$ cat config.mk
export PLATFORM = sky130hd
export DESIGN_NAME = sim_harness_ctrl
export DESIGN_NICKNAME = d
export VERILOG_FILES = /design/src/rtl/harness_pkg.sv /design/src/rtl/sat_counter.sv /design/src/rtl/sim_harness_ctrl.sv
export SDC_FILE = /design/constraint.sdc
export NUM_CORES = 1
export LEC_CHECK = 0
export ABC_AREA = 1
export CAP_MARGIN = 40
export CELL_PAD_IN_SITES_DETAIL_PLACEMENT = 0
export CELL_PAD_IN_SITES_GLOBAL_PLACEMENT = 1
export CORE_AREA = 2 2 143 145
export CTS_BUF_LIST = sky130_fd_sc_hd__clkbuf_16
export DETAILED_ROUTE_END_ITERATION = 7
export DIE_AREA = 0 0 145 147
export GPL_TIMING_DRIVEN = 0
export PLACE_DENSITY = 0.86
export SLEW_MARGIN = 0
export SYNTH_ARGS = -nofsm -noshare
export SYNTH_HDL_FRONTEND = slang
export SYNTH_SLANG_ARGS = --single-unit
$ cat constraint.sdc
create_clock -name clock -period 2.1 [get_ports clock]
set_input_delay 0.42 -clock clock [delete_from_list [all_inputs] [get_ports clock]]
set_output_delay 0.42 -clock clock [all_outputs]
set_load 0.005 [all_outputs]
$ cat src/rtl/harness_pkg.sv
// Shared constants for the simulation-harness controller: state codes,
// tohost success value and the default snoop addresses.
package harness_pkg;

  localparam logic [2:0] ST_RESET_HOLD = 3'd0;
  localparam logic [2:0] ST_RUN        = 3'd1;
  localparam logic [2:0] ST_DONE       = 3'd2;
  localparam logic [2:0] ST_TIMEOUT    = 3'd3;

  localparam int unsigned TOHOST_PASS = 1;

  localparam logic [31:0] DEF_TOHOST_ADDR  = 32'h0000_1000;
  localparam logic [31:0] DEF_CONSOLE_ADDR = 32'h0000_1004;

  function automatic logic is_terminal(input logic [2:0] s);
    return (s == ST_DONE) || (s == ST_TIMEOUT);
  endfunction

endpackage

$ cat src/rtl/sat_counter.sv
// Up-counter that sticks at all-ones; synchronous clear has priority over enable.
module sat_counter #(
  parameter int WIDTH = 32
) (
  input  logic             clock,
  input  logic             reset,
  input  logic             en,
  input  logic             clr,
  output logic [WIDTH-1:0] q
);

  always_ff @(posedge clock or negedge reset) begin
    if (!reset)                q <= '0;
    else if (clr)              q <= '0;
    else if (en && (q != '1))  q <= q + WIDTH'(1);
  end

endmodule

$ cat src/rtl/sim_harness_ctrl.sv
// Harness controller beside the core: sequences core reset, counts RUN cycles
// and retirements, snoops tohost/console writes and flags done/pass/timeout.
module sim_harness_ctrl
  import harness_pkg::*;
#(
  parameter int                XLEN         = 32,
  parameter int                ADDR_W       = 32,
  parameter int                CNT_W        = 32,
  parameter int                RESET_CYCLES = 4,
  parameter int                MAX_CYCLES   = 1500,
  parameter logic [ADDR_W-1:0] TOHOST_ADDR  = ADDR_W'(DEF_TOHOST_ADDR),
  parameter logic [ADDR_W-1:0] CONSOLE_ADDR = ADDR_W'(DEF_CONSOLE_ADDR),
  parameter bit                HOLD_ON_DONE = 1'b1
) (
  input  logic              clock,
  input  logic              reset,
  input  logic              retire_valid,
  input  logic              mem_we,
  input  logic [ADDR_W-1:0] mem_addr,
  input  logic [XLEN-1:0]   mem_wdata,
  output logic              core_reset,
  output logic              done,
  output logic              pass,
  output logic              timeout,
  output logic [XLEN-2:0]   exit_code,
  output logic              char_valid,
  output logic [7:0]        char_data,
  output logic [CNT_W-1:0]  cycle_count,
  output logic [CNT_W-1:0]  instret_count,
  output logic [2:0]        state
);

  localparam int HOLD_W = (RESET_CYCLES > 1) ? $clog2(RESET_CYCLES) : 1;
  localparam logic [HOLD_W-1:0] HOLD_LAST = HOLD_W'(RESET_CYCLES - 1);
  localparam logic [CNT_W-1:0]  CNT_LAST  = CNT_W'(MAX_CYCLES - 1);

  logic [HOLD_W-1:0] hold_q;
  logic [2:0]        state_d;
  logic              in_hold, run, hold_last;
  logic              tohost_hit, console_hit, budget_end, leave_run;

  assign in_hold     = (state == ST_RESET_HOLD);
  assign run         = (state == ST_RUN);
  assign hold_last   = in_hold && (hold_q == HOLD_LAST);
  assign tohost_hit  = run && mem_we && (mem_addr == TOHOST_ADDR) && mem_wdata[0];
  assign console_hit = run && mem_we && (mem_addr == CONSOLE_ADDR);
  assign budget_end  = run && (cycle_count == CNT_LAST);
  // the exit cycle is not counted, so the counters hold their last RUN values
  assign leave_run   = tohost_hit || budget_end;

  sat_counter #(.WIDTH(HOLD_W)) u_hold (
    .clock (clock),
    .reset (reset),
    .en    (in_hold),
    .clr   (!in_hold),
    .q     (hold_q)
  );

  sat_counter #(.WIDTH(CNT_W)) u_cycle (
    .clock (clock),
    .reset (reset),
    .en    (run && !leave_run),
    .clr   (1'b0),
    .q     (cycle_count)
  );

  sat_counter #(.WIDTH(CNT_W)) u_instret (
    .clock (clock),
    .reset (reset),
    .en    (run && !leave_run && retire_valid),
    .clr   (1'b0),
    .q     (instret_count)
  );

  always_comb begin
    state_d = ST_RESET_HOLD;
    case (state)
      ST_RESET_HOLD: state_d = hold_last ? ST_RUN : ST_RESET_HOLD;
      ST_RUN: begin
        if (tohost_hit)      state_d = ST_DONE;
        else if (budget_end) state_d = ST_TIMEOUT;
        else                 state_d = ST_RUN;
      end
      ST_DONE:               state_d = ST_DONE;
      ST_TIMEOUT:            state_d = ST_TIMEOUT;
      default:               state_d = ST_RESET_HOLD;
    endcase
  end

  always_ff @(posedge clock or negedge reset) begin
    if (!reset) begin
      state      <= ST_RESET_HOLD;
      core_reset <= 1'b0;
      done       <= 1'b0;
      pass       <= 1'b0;
      timeout    <= 1'b0;
      exit_code  <= '0;
      char_valid <= 1'b0;
      char_data  <= '0;
    end else begin
      state      <= state_d;
      // terminal states see core_reset drop one cycle after entry
      core_reset <= hold_last || run || (is_terminal(state) && !HOLD_ON_DONE);
      char_valid <= console_hit && !leave_run;
      if (console_hit && !leave_run)
        char_data <= mem_wdata[7:0];
      if (tohost_hit) begin
        done      <= 1'b1;
        pass      <= (mem_wdata == XLEN'(TOHOST_PASS));
        exit_code <= mem_wdata[XLEN-1:1];
      end else if (budget_end) begin
        done    <= 1'b1;
        timeout <= 1'b1;
        pass    <= 1'b0;
      end
    end
  end

endmodule

# Word level (Yosys, flattened, before mapping)
# Cells that the tools add are included.
[totals]
reg_bits = 113
output_inout_bits = 111
[classes]
add_sub_neg = 3
n_eq_ne = 12
muxes = 10
n_bitwise = 1
reduce_logical = 18
[op_table]
columns = ["operator", "n"]
rows = [
  ["$add A32 B1 Y32 const B", 2],
  ["$eq A32 B13 Y1 const B", 2],
  ["$ne A32 B32 Y1 const B", 2],
  ["$eq A32 B1 Y1 const B", 1],
  ["$eq A32 B11 Y1 const B", 1],
  ["$logic_and A1 B1 Y1", 12],
  ["$mux W2", 4],
  ["$pmux W2 S4", 1],
  ["$eq A3 B2 Y1 const B", 2],
  ["$mux W1", 5],
  ["$eq A3 B1 Y1 const B", 1],
  ["$logic_not A3 Y1", 1],
  ["$add A2 B1 Y2 const B", 1],
  ["$eq A2 B2 Y1 const B", 1],
  ["$logic_or A1 B1 Y1", 2],
  ["$ne A2 B1 Y1 const B", 1],
  ["$ne A2 B2 Y1 const B", 1],
  ["$reduce_and A2 Y1", 1],
  ["$reduce_bool A2 Y1", 1],
  ["$logic_not A1 Y1", 1],
  ["$not A1 Y1", 1],
]

# Longest topological paths before layout
# Gate-level depths: netlist (run 1).
[logic_depth]
depth_word = 9
mapped_depth = 12

# Modules after synthesis
# From an unflattened synthesis (run 1), not the netlist that was laid out.
[unflattened]
hier_cells = 1004
hier_area_um2 = 6993.0
[by_module_without_submodules]
columns = ["mod", "instances", "cells_per_inst", "area_each_um2", "seq_area_each_um2"]
rows = [
  ["sim_harness_ctrl", 1, 299, 2383.5, 1151.1],
  ["sat_counter at u_cycle", 1, 347, 2259.7, 800.8],
  ["sat_counter at u_instret", 1, 345, 2243.4, 800.8],
  ["sat_counter at u_hold", 1, 13, 106.4, 50.0],
]

# Least setup slack after synthesis (run 1)
# Ideal clock, no wire load.
[synth_path]
path_kind = "flip-flop to flip-flop"
startpoint = "register u_cycle.q[0]"
endpoint = "register u_cycle.q[24]"
setup_time_ps = 117
t_arrival_ps = 1637
required_time_ps = 1983
slack_ps = 346
path_stages_with_launch = 10
synth_period_minus_slack_ps = 1754
path_cell_list = "dfrtp_1 -> ha_1 -> nand3_2 -> nor2_4 -> nand2_1 -> nor2_2 -> nand4_2 -> buf_2 -> nand3_2 -> nand2_1"
[synth_between]
elab_chain_len = 6
[synth_rtl]
columns = ["item", "line_no", "source"]
rows = [
  ["start: declaration", "sat_counter.sv:9", "output logic [WIDTH-1:0] q"],
  ["start signal: assignment", "sat_counter.sv:15", "else if (en && (q != '1)) q <= q + WIDTH'(1);"],
  ["parallel branches: the longest is 6 deep, another holds $add A32 B1 Y32", "-", ""],
]
# Parallel ways; which one is timed is not known.
# A chain may end at the register's enable or synchronous reset.

# Final worst setup path (run 1)
[layout_path]
startpoint = "register u_cycle.q[27]"
endpoint = "register u_cycle.q[8]"
[layout_between]
elab_chain_len = 6
[layout_rtl]
columns = ["item", "line_no", "source"]
rows = [
  ["$eq A32 B11 Y1", "sim_harness_ctrl.sv:47", "assign budget_end = run && (cycle_count == CNT_LAST);"],
  ["$logic_and A1 B1 Y1", "sim_harness_ctrl.sv:47", ""],
  ["$logic_or A1 B1 Y1", "sim_harness_ctrl.sv:49", "assign leave_run = tohost_hit || budget_end;"],
  ["$logic_not A1 Y1", "sim_harness_ctrl.sv:62", ".en (run && !leave_run),"],
  ["$logic_and A1 B1 Y1", "sim_harness_ctrl.sv:62", ""],
  ["$logic_and A1 B1 Y1 *", "sat_counter.sv:15", ""],
]
# Every way passes the cells marked *; elsewhere a longest branch is shown, timed or not.

==> results of run 1 <==
## metrics by stage
stage	util (%)	area [µm²]	hold slack (ns)	setup TNS, ns	std cells
2_1_floorplan	-	6780	0.124	0	937
3_3_place_gp	44.8	8880	0.451	-466.51	1383
3_5_place_dp	44.9	8910	0.425	-17.99	1384
4_1_cts	46.6	9250	0.0470	0	1400
5_1_grt	46.8	9280	0.0593	-0.000255	1400
6_report	46.8	9280	0.0324	0	1400
## layer usage
metal,vias up,GRT usage (%)
met4,0,5.20
met3,20,3.54
met2,146,33.0
li1,3287,-
met1,2999,25.5
met5,-,0
## state kept, by name (all words and copies together) (netlist names)
signal and cells:
u_cycle.q 32, u_instret.q 32, exit_code 31, char_data 8, state 2, u_hold.q 2
char_valid 1, core_reset 1, done 1, pass 1, timeout 1
## synthesized netlist by cell type (4+ instances only)
master	number
o21ai_0	28
buf_2	9
nand2_1	330
dfrtp_1	112
nand4_1	13
xnor2_1	4
nand3_1	76
nor2_2	4
inv_1	115
nor4_1	4
nand3_2	34
nor2_1	94
buf_6	10
nor3_1	23
inv_2	8
clkbuf_1	5
xor2_1	36
## kinds of logic (layout without fill, tap and decap cells)
group / Yosys count / in the layout
buffers and inverters: 150 / 343
xor gates and xnor gates: 40 / 40
other: 1 / 1
adders and majority gates: 3 / 3
and+or+nand+nor: 599 / 599
AOI/OAI and AO/OA: 32 / 32
DFF: 112 / 112
## final timing paths
check	cells past startpoint	endpoint	slack, ns
max	9	u_cycle.q[8]	0.15
min	1	char_data[5]	0.03
max reg2reg	9	u_cycle.q[8]	0.15
min reg2reg	1	done	0.47
max in group asynchronous	2	exit_code[27]	1.39
min in group clock	1	done	0.47
## critical path, delay by kind of cell (launching register included)
family	cells	cell delay [ns]
AND/OR/NAND/NOR	7	1.20
flip-flops	1	0.45
buffers and inverters	2	0.25
## cell type report
| type | count | area (µm²) |
|---|---|---|
| Multi-Input combinational cell | 675 | 3360 |
| Clock inverter | 7 | 93.8 |
| Fill cell | 2005 | 10600 |
| Clock buffer | 9 | 225 |
| Buffer | 27 | 204 |
| Sequential cell | 112 | 2800 |
| Tap cell | 270 | 338 |
| Timing Repair Buffer | 177 | 1790 |
| Inverter | 123 | 462 |
## cell usage in the layout (no fill, tap or decap), drive strengths merged
master	count
nand3b	1
conb	1
nand2	335
and2	2
o21bai	1
a21oi	1
nor2	102
xnor2	4
nand3	111
nor3	25
inv	126
ha	3
dfrtp	112
clkbuf	14
buf	24
xor2	36
clkinv	2
nor3b	1
o21ai	30
nand4	14
bufinv	2
clkdlybuf4s50	175
or2	3
nor4	4
and3	1
## timing repair
action / 4_1_cts / 5_1_grt
endpoints found under the setup margin: 32 / 76
gates resized for setup: 6 / 9
endpoints found under the hold margin: 0 / 0
setup buffers: 0 / 0
## power groups by stage
stage | sequential, mW | combinational [mW] | clock [mW]
floorplan | 2.20 | 0.0344 | 0
global placement | 2.20 | 0.215 | 0
detailed placement | 2.20 | 0.223 | 0
CTS | 2.15 | 0.224 | 1.94
global route | 2.15 | 0.246 | 2.03
finish | 2.15 | 0.220 | 1.88
==> impl_metrics.json, run 1 <==
{
  "total_power_mw": 4.25,
  "synth_area_leaders": "dfrtp_1, nand2_1, inv_1, nand3_1, nor2_1",
  "internal_power_mw": 3.33,
  "max_slew_margin_pct": 63.9,
  "tritoncts": "yes",
  "timing.final.ws_setup_ns": 0.147,
  "cts_buffers": 9,
  "synth_edf_count": 0,
  "gp_congestion": 0.882,
  "drt_iter0_drc": 337,
  "synth_compound_area_share_pct": 2.40,
  "critPathSlowestCell": "dfrtp_1",
  "cp.required_ns": 2.39,
  "n_antenna_cell": 0,
  "grt_pass1_wl_mm": 33.3,
  "path_clk_slew_ns": 0.07,
  "reg2reg_from": "u_cycle.q[27]",
  "maxCapViolations": 0,
  "clk_latency_ns": 0.36,
  "die_area_um2": 21300,
  "avgSynthCellArea_um2": 7.24,
  "syn-num-nets": 1008,
  "powerDensity_nw_per_um2": 458,
  "layout.nets": 1196,
  "synthCells": 937,
  "p_seq_share_pct": 50.7,
  "m1WireLength_mm": 9.38,
  "wl_met2_mm": 9.92,
  "holdBufCountCts": 0,
  "hp-class": "input pin to asynchronous set/reset pin",
  "fin_crit_ns": 1.95,
  "setup.worst_path.end_class": "register",
  "cpPeakStageDelay_ns": 0.45,
  "synth_top_family_by_area": "simple AND/OR/NAND/NOR gates",
  "top_layer_used": "met4",
  "rows": 52,
  "synth_area_um2": 6780,
  "dp_slack_ns": -0.259,
  "vdd_ir_drop_max_mv": 0.436,
  "critPathLaunchType": "register",
  "wl_met3_um": 767,
  "area_growth_pct": 36.8,
  "fmax_mhz": 512,
  "hpwl_mm": 15.8,
  "yosys.area.top_type": "dfrtp_1",
  "p_comb_share_pct": 5.2,
  "crit_type": "register to register",
  "cp.arrival_ns": 2.25,
  "crit_path_frequent_cell": "nand2_1",
  "vias": 6452,
  "dr.pass1.iters": 5,
  "status": "completed",
  "skew_ns": 0.00976,
  "muxShareOfSynthArea_pct": 0,
  "htreeDepth": 3,
  "hold_viol": 0,
  "ys_warn_count": 0,
  "synth.ff_latch_count": 112,
  "overflow": 0,
  "crit_start": "u_cycle.q[27]",
  "cts_root_buffer": "clkbuf_16",
  "synthXorXnorAreaFrac_pct": 5.17,
  "route.detailed.drc": 0,
  "leakage_nw": 4.22,
  "cts_buffer_depth": 2,
  "die_y_um": 147,
  "ys_types": 37,
  "finalSetupViolations": 0,
  "drt_wl_total_mm": 20.5,
  "grt_max_degree": 61,
  "power.clock.fraction_pct": 44.1,
  "synth_top_area_share_pct": 41.3,
  "cts_sinks": 112,
  "via_per_inst": 4.61,
  "p_sw_share_pct": 21.6,
  "antenna_left": 0,
  "die_x_um": 145,
  "synthArstFlopShare_pct": 100,
  "period_share_pct": 93.0,
  "grt.total_usage_pct": 19.4,
  "boundaryPins": 179,
  "drive_above_1_share_pct": 9.38,
  "synth_ff_type": "dfrtp_1",
  "antenna_found_initial": 0,
  "slew_violations": 0,
  "grt_pass1_vias": 6208,
  "path_max_fanout": 10,
  "core_um2": 19800,
  "start_util_pct": 34.2,
  "seq_area_frac_synth_pct": 41.3,
  "io_buffers": 176,
  "synth_fa_ha_area_share_pct": 0.554,
  "wire_per_inst_um": 14.6,
  "worst_pin_slew_ns": 0.541,
  "synthSimpleGateAreaFrac_pct": 40.8,
  "switchingPower_uw": 920,
  "crit_chain": "nand2_1 > inv_1 > nand3_1 > nor4_1 > nand4_4 > nand2_4 > buf_6 > nand2_1 > nand2_1"
}
(Power assumes the default switching activity.)
==> inputs of run 2 (changes only) <==
--- a/config.mk
+++ b/config.mk
@@ -9,13 +9,14 @@
 export CAP_MARGIN = 40
 export CELL_PAD_IN_SITES_DETAIL_PLACEMENT = 0
 export CELL_PAD_IN_SITES_GLOBAL_PLACEMENT = 1
-export CORE_AREA = 2 2 143 145
+export CORE_AREA = 2 2 145 147
 export CTS_BUF_LIST = sky130_fd_sc_hd__clkbuf_16
 export DETAILED_ROUTE_END_ITERATION = 7
-export DIE_AREA = 0 0 145 147
+export DIE_AREA = 0 0 147 149
 export GPL_TIMING_DRIVEN = 0
 export PLACE_DENSITY = 0.86
 export SLEW_MARGIN = 0
 export SYNTH_ARGS = -nofsm -noshare
 export SYNTH_HDL_FRONTEND = slang
+export SYNTH_HIERARCHICAL = 1
 export SYNTH_SLANG_ARGS = --single-unit
==> run 2 against run 1 <==
Via count rose by 10%. First-iteration DRC count rose by 29%. Sequential power barely moved. Critical path type unchanged.
==> impl_metrics.json, run 2 <==
{
  "status": "completed",
  "finalSetupViolations": 0,
  "reg2reg_slack_ns": 0.13,
  "overflow": 0,
  "synth.most_common_cell": "nand2_1",
  "reg2reg_from": "u_cycle/q[1]",
  "synth_common_cells": "nand2_1, nor2_1, inv_1, dfrtp_1, nand3_1",
  "fmax_mhz": 508,
  "drive_above_1_share_pct": 17.0,
  "die_x_um": 147,
  "cts_buffers": 9,
  "rows": 53,
  "synthCells": 1004,
  "synth.ff_latch_count": 112,
  "rsz0062_at_grt": "true",
  "layout.nets": 1335,
  "avgSynthCellArea_um2": 6.97,
  "htreeDepth": 3,
  "cts_root_buffer": "clkbuf_16",
  "critPathLaunchType": "register",
  "grt_max_degree": 71,
  "seq_area_frac_synth_pct": 40.1,
  "clk_latency_ns": 0.36,
  "crit_type": "register to register",
  "synth_area_um2": 6990,
  "synth_top_area_share_pct": 40.1,
  "cts_buffer_depth": 2,
  "synth_edf_count": 0,
  "synth_area_leaders": "dfrtp_1, nand2_1, nor2_1, nand3_1, inv_1",
  "final_cell_mix": "nand2_1, clkdlybuf4s50_1, nor2_1",
  "crit_start": "u_cycle/q[1]",
  "maxCapViolations": 0,
  "gp_congestion": 0.870,
  "ys_types": 36,
  "die_y_um": 149,
  "final_common_cell": "nand2_1",
  "path_clk_slew_ns": 0.08,
  "core_um2": 20600,
  "start_util_pct": 34.0,
  "r2r-end": "u_cycle/q[1]",
  "io_buffers": 177,
  "grt.total_usage_pct": 20.2,
  "grt_pass1_wl_mm": 34.8,
  "vdd_ir_drop_max_mv": 0.338,
  "ys_warn_count": 6,
  "powerDensity_nw_per_um2": 423,
  "synthArstFlopShare_pct": 100,
  "slew_violations": 0,
  "placed_area_um2": 9180,
  "n_antenna_cell": 0,
  "finish.instance_area_um2": 10100,
  "synth_ff_type": "dfrtp_1",
  "area_growth_pct": 44.7,
  "wire_per_inst_um": 14.3,
  "r2r_cells": 12,
  "grt_pass1_vias": 6504,
  "cp.arrival_ns": 2.26,
  "via_per_inst": 4.60,
  "path_max_fanout": 10,
  "antenna_found_initial": 0,
  "route.detailed.drc": 0,
  "antenna_left": 0,
  "yosys.area.top_type": "dfrtp_1",
  "cp-endpoint": "u_cycle/q[1]",
  "die_area_um2": 21900,
  "hold_viol": 0,
  "cp.required_ns": 2.39,
  "place_inst": 1467,
  "instances_no_fill": 1543,
  "tritoncts": "yes",
  "dr.pass1.iters": 5,
  "skew_ns": 0.0141,
  "hp-class": "register to register",
  "period_share_pct": 93.7,
  "boundaryPins": 179,
  "drt_wl_total_mm": 22.1,
  "drt_iter0_drc": 436,
  "vias": 7096,
  "reg_top3": "u_cycle/q: 32 flops, u_instret/q: 32 flops, exit_code: 31 flops",
  "cts_sinks": 112,
  "leakage_nw": 4.58,
  "hpwl_mm": 16.2,
  "setup.worst_path.end_class": "register",
  "fin_crit_ns": 1.97
}
-- run 2: report_power, final --
group | switching (mW) | internal [mW]
clock network | 0.865 | 0.933
logic | 0.168 | 0.161
registers | 0.0000947 | 2.15
total | 1.03 | 3.25
-- run 2: logic make-up (layout without fill, tap and decap cells) --
kind of cell / Yosys count / count (layout) / synth area share (%)
compound gates: 74 / 74 / 7.00
xor+xnor: 16 / 16 / 2.00
fa+ha+maj: 3 / 3 / 0.537
buf+inv: 141 / 395 / 9.25
flops: 112 / 112 / 40.1
other cells: 1 / 11 / 0.0536
simple gates: 657 / 657 / 41.1
-- run 2: through the flow --
stage,total power [mW],util (%),setup slack (ns),hold slack (ns),setup TNS (ns)
floorplan,2.30,-,0.0549,0.124,0
global placement,2.49,44.5,-4.17,0.452,-506.40
detailed placement,2.50,44.7,-1.05,0.372,-41.40
CTS,4.31,47.3,0.0256,0.476,0
global route,4.47,49.2,-0.0475,0.495,-0.166
finish,4.28,49.2,0.131,0.471,0
-- run 2: what timing repair did --
action	in CTS	in global routing
endpoints found under the hold margin	40	0
pin swaps	6	9
endpoints found under the setup margin	58	71
hold buffers	1	0
resized for setup	43	32
gates cloned	2	1
buffers inserted	20	37
-- run 2: area by class of cell --
type                       count  area (µm²)
buffer                        22         208
clock buffer                   9         225
clock inverter                 6        67.6
fill                        2089       10400
inverter                     119         462
multi-input combinational    761        3690
sequential                   112        2840
tap                          275         344
timing repair buffer         239        2280
-- run 2: layer usage --
metal	track usage, %	vias to the layer above	part of all wire, %	routed length, µm
met3	2.81	35	5.0	1100
li1	-	3642	-	-
met1	27.0	3241	45	9910
met5	0	-	0	0
met2	33.1	178	48	10500
met4	8.17	0	2.6	586
-- run 2: worst max-delay path, stage by stage, from the launching register on --
cell	delay, ns
dfrtp_2	0.42
ha_1	0.21
nand2_1	0.11
nor2_4	0.21
nand2_4	0.12
nor2_8	0.19
nand2_4	0.09
nand2_8	0.10
nand2_4	0.10
inv_8	0.10
buf_12	0.14
nand2_1	0.06
nand2_1	0.05
-- run 2: how the worst min path moves through the flow --
stage / start / endpoint / slack, ns / depth (start not counted)
finish: char_data[7] / char_data[7] / 0.47 / 2
global placement: done / done / 0.45 / 1
global route: done / done / 0.50 / 1
floorplan: reset / char_data[0] / 0.12 / 0
CTS: char_data[7] / char_data[7] / 0.48 / 2
detailed placement: reset / u_instret/q[4] / 0.37 / 1
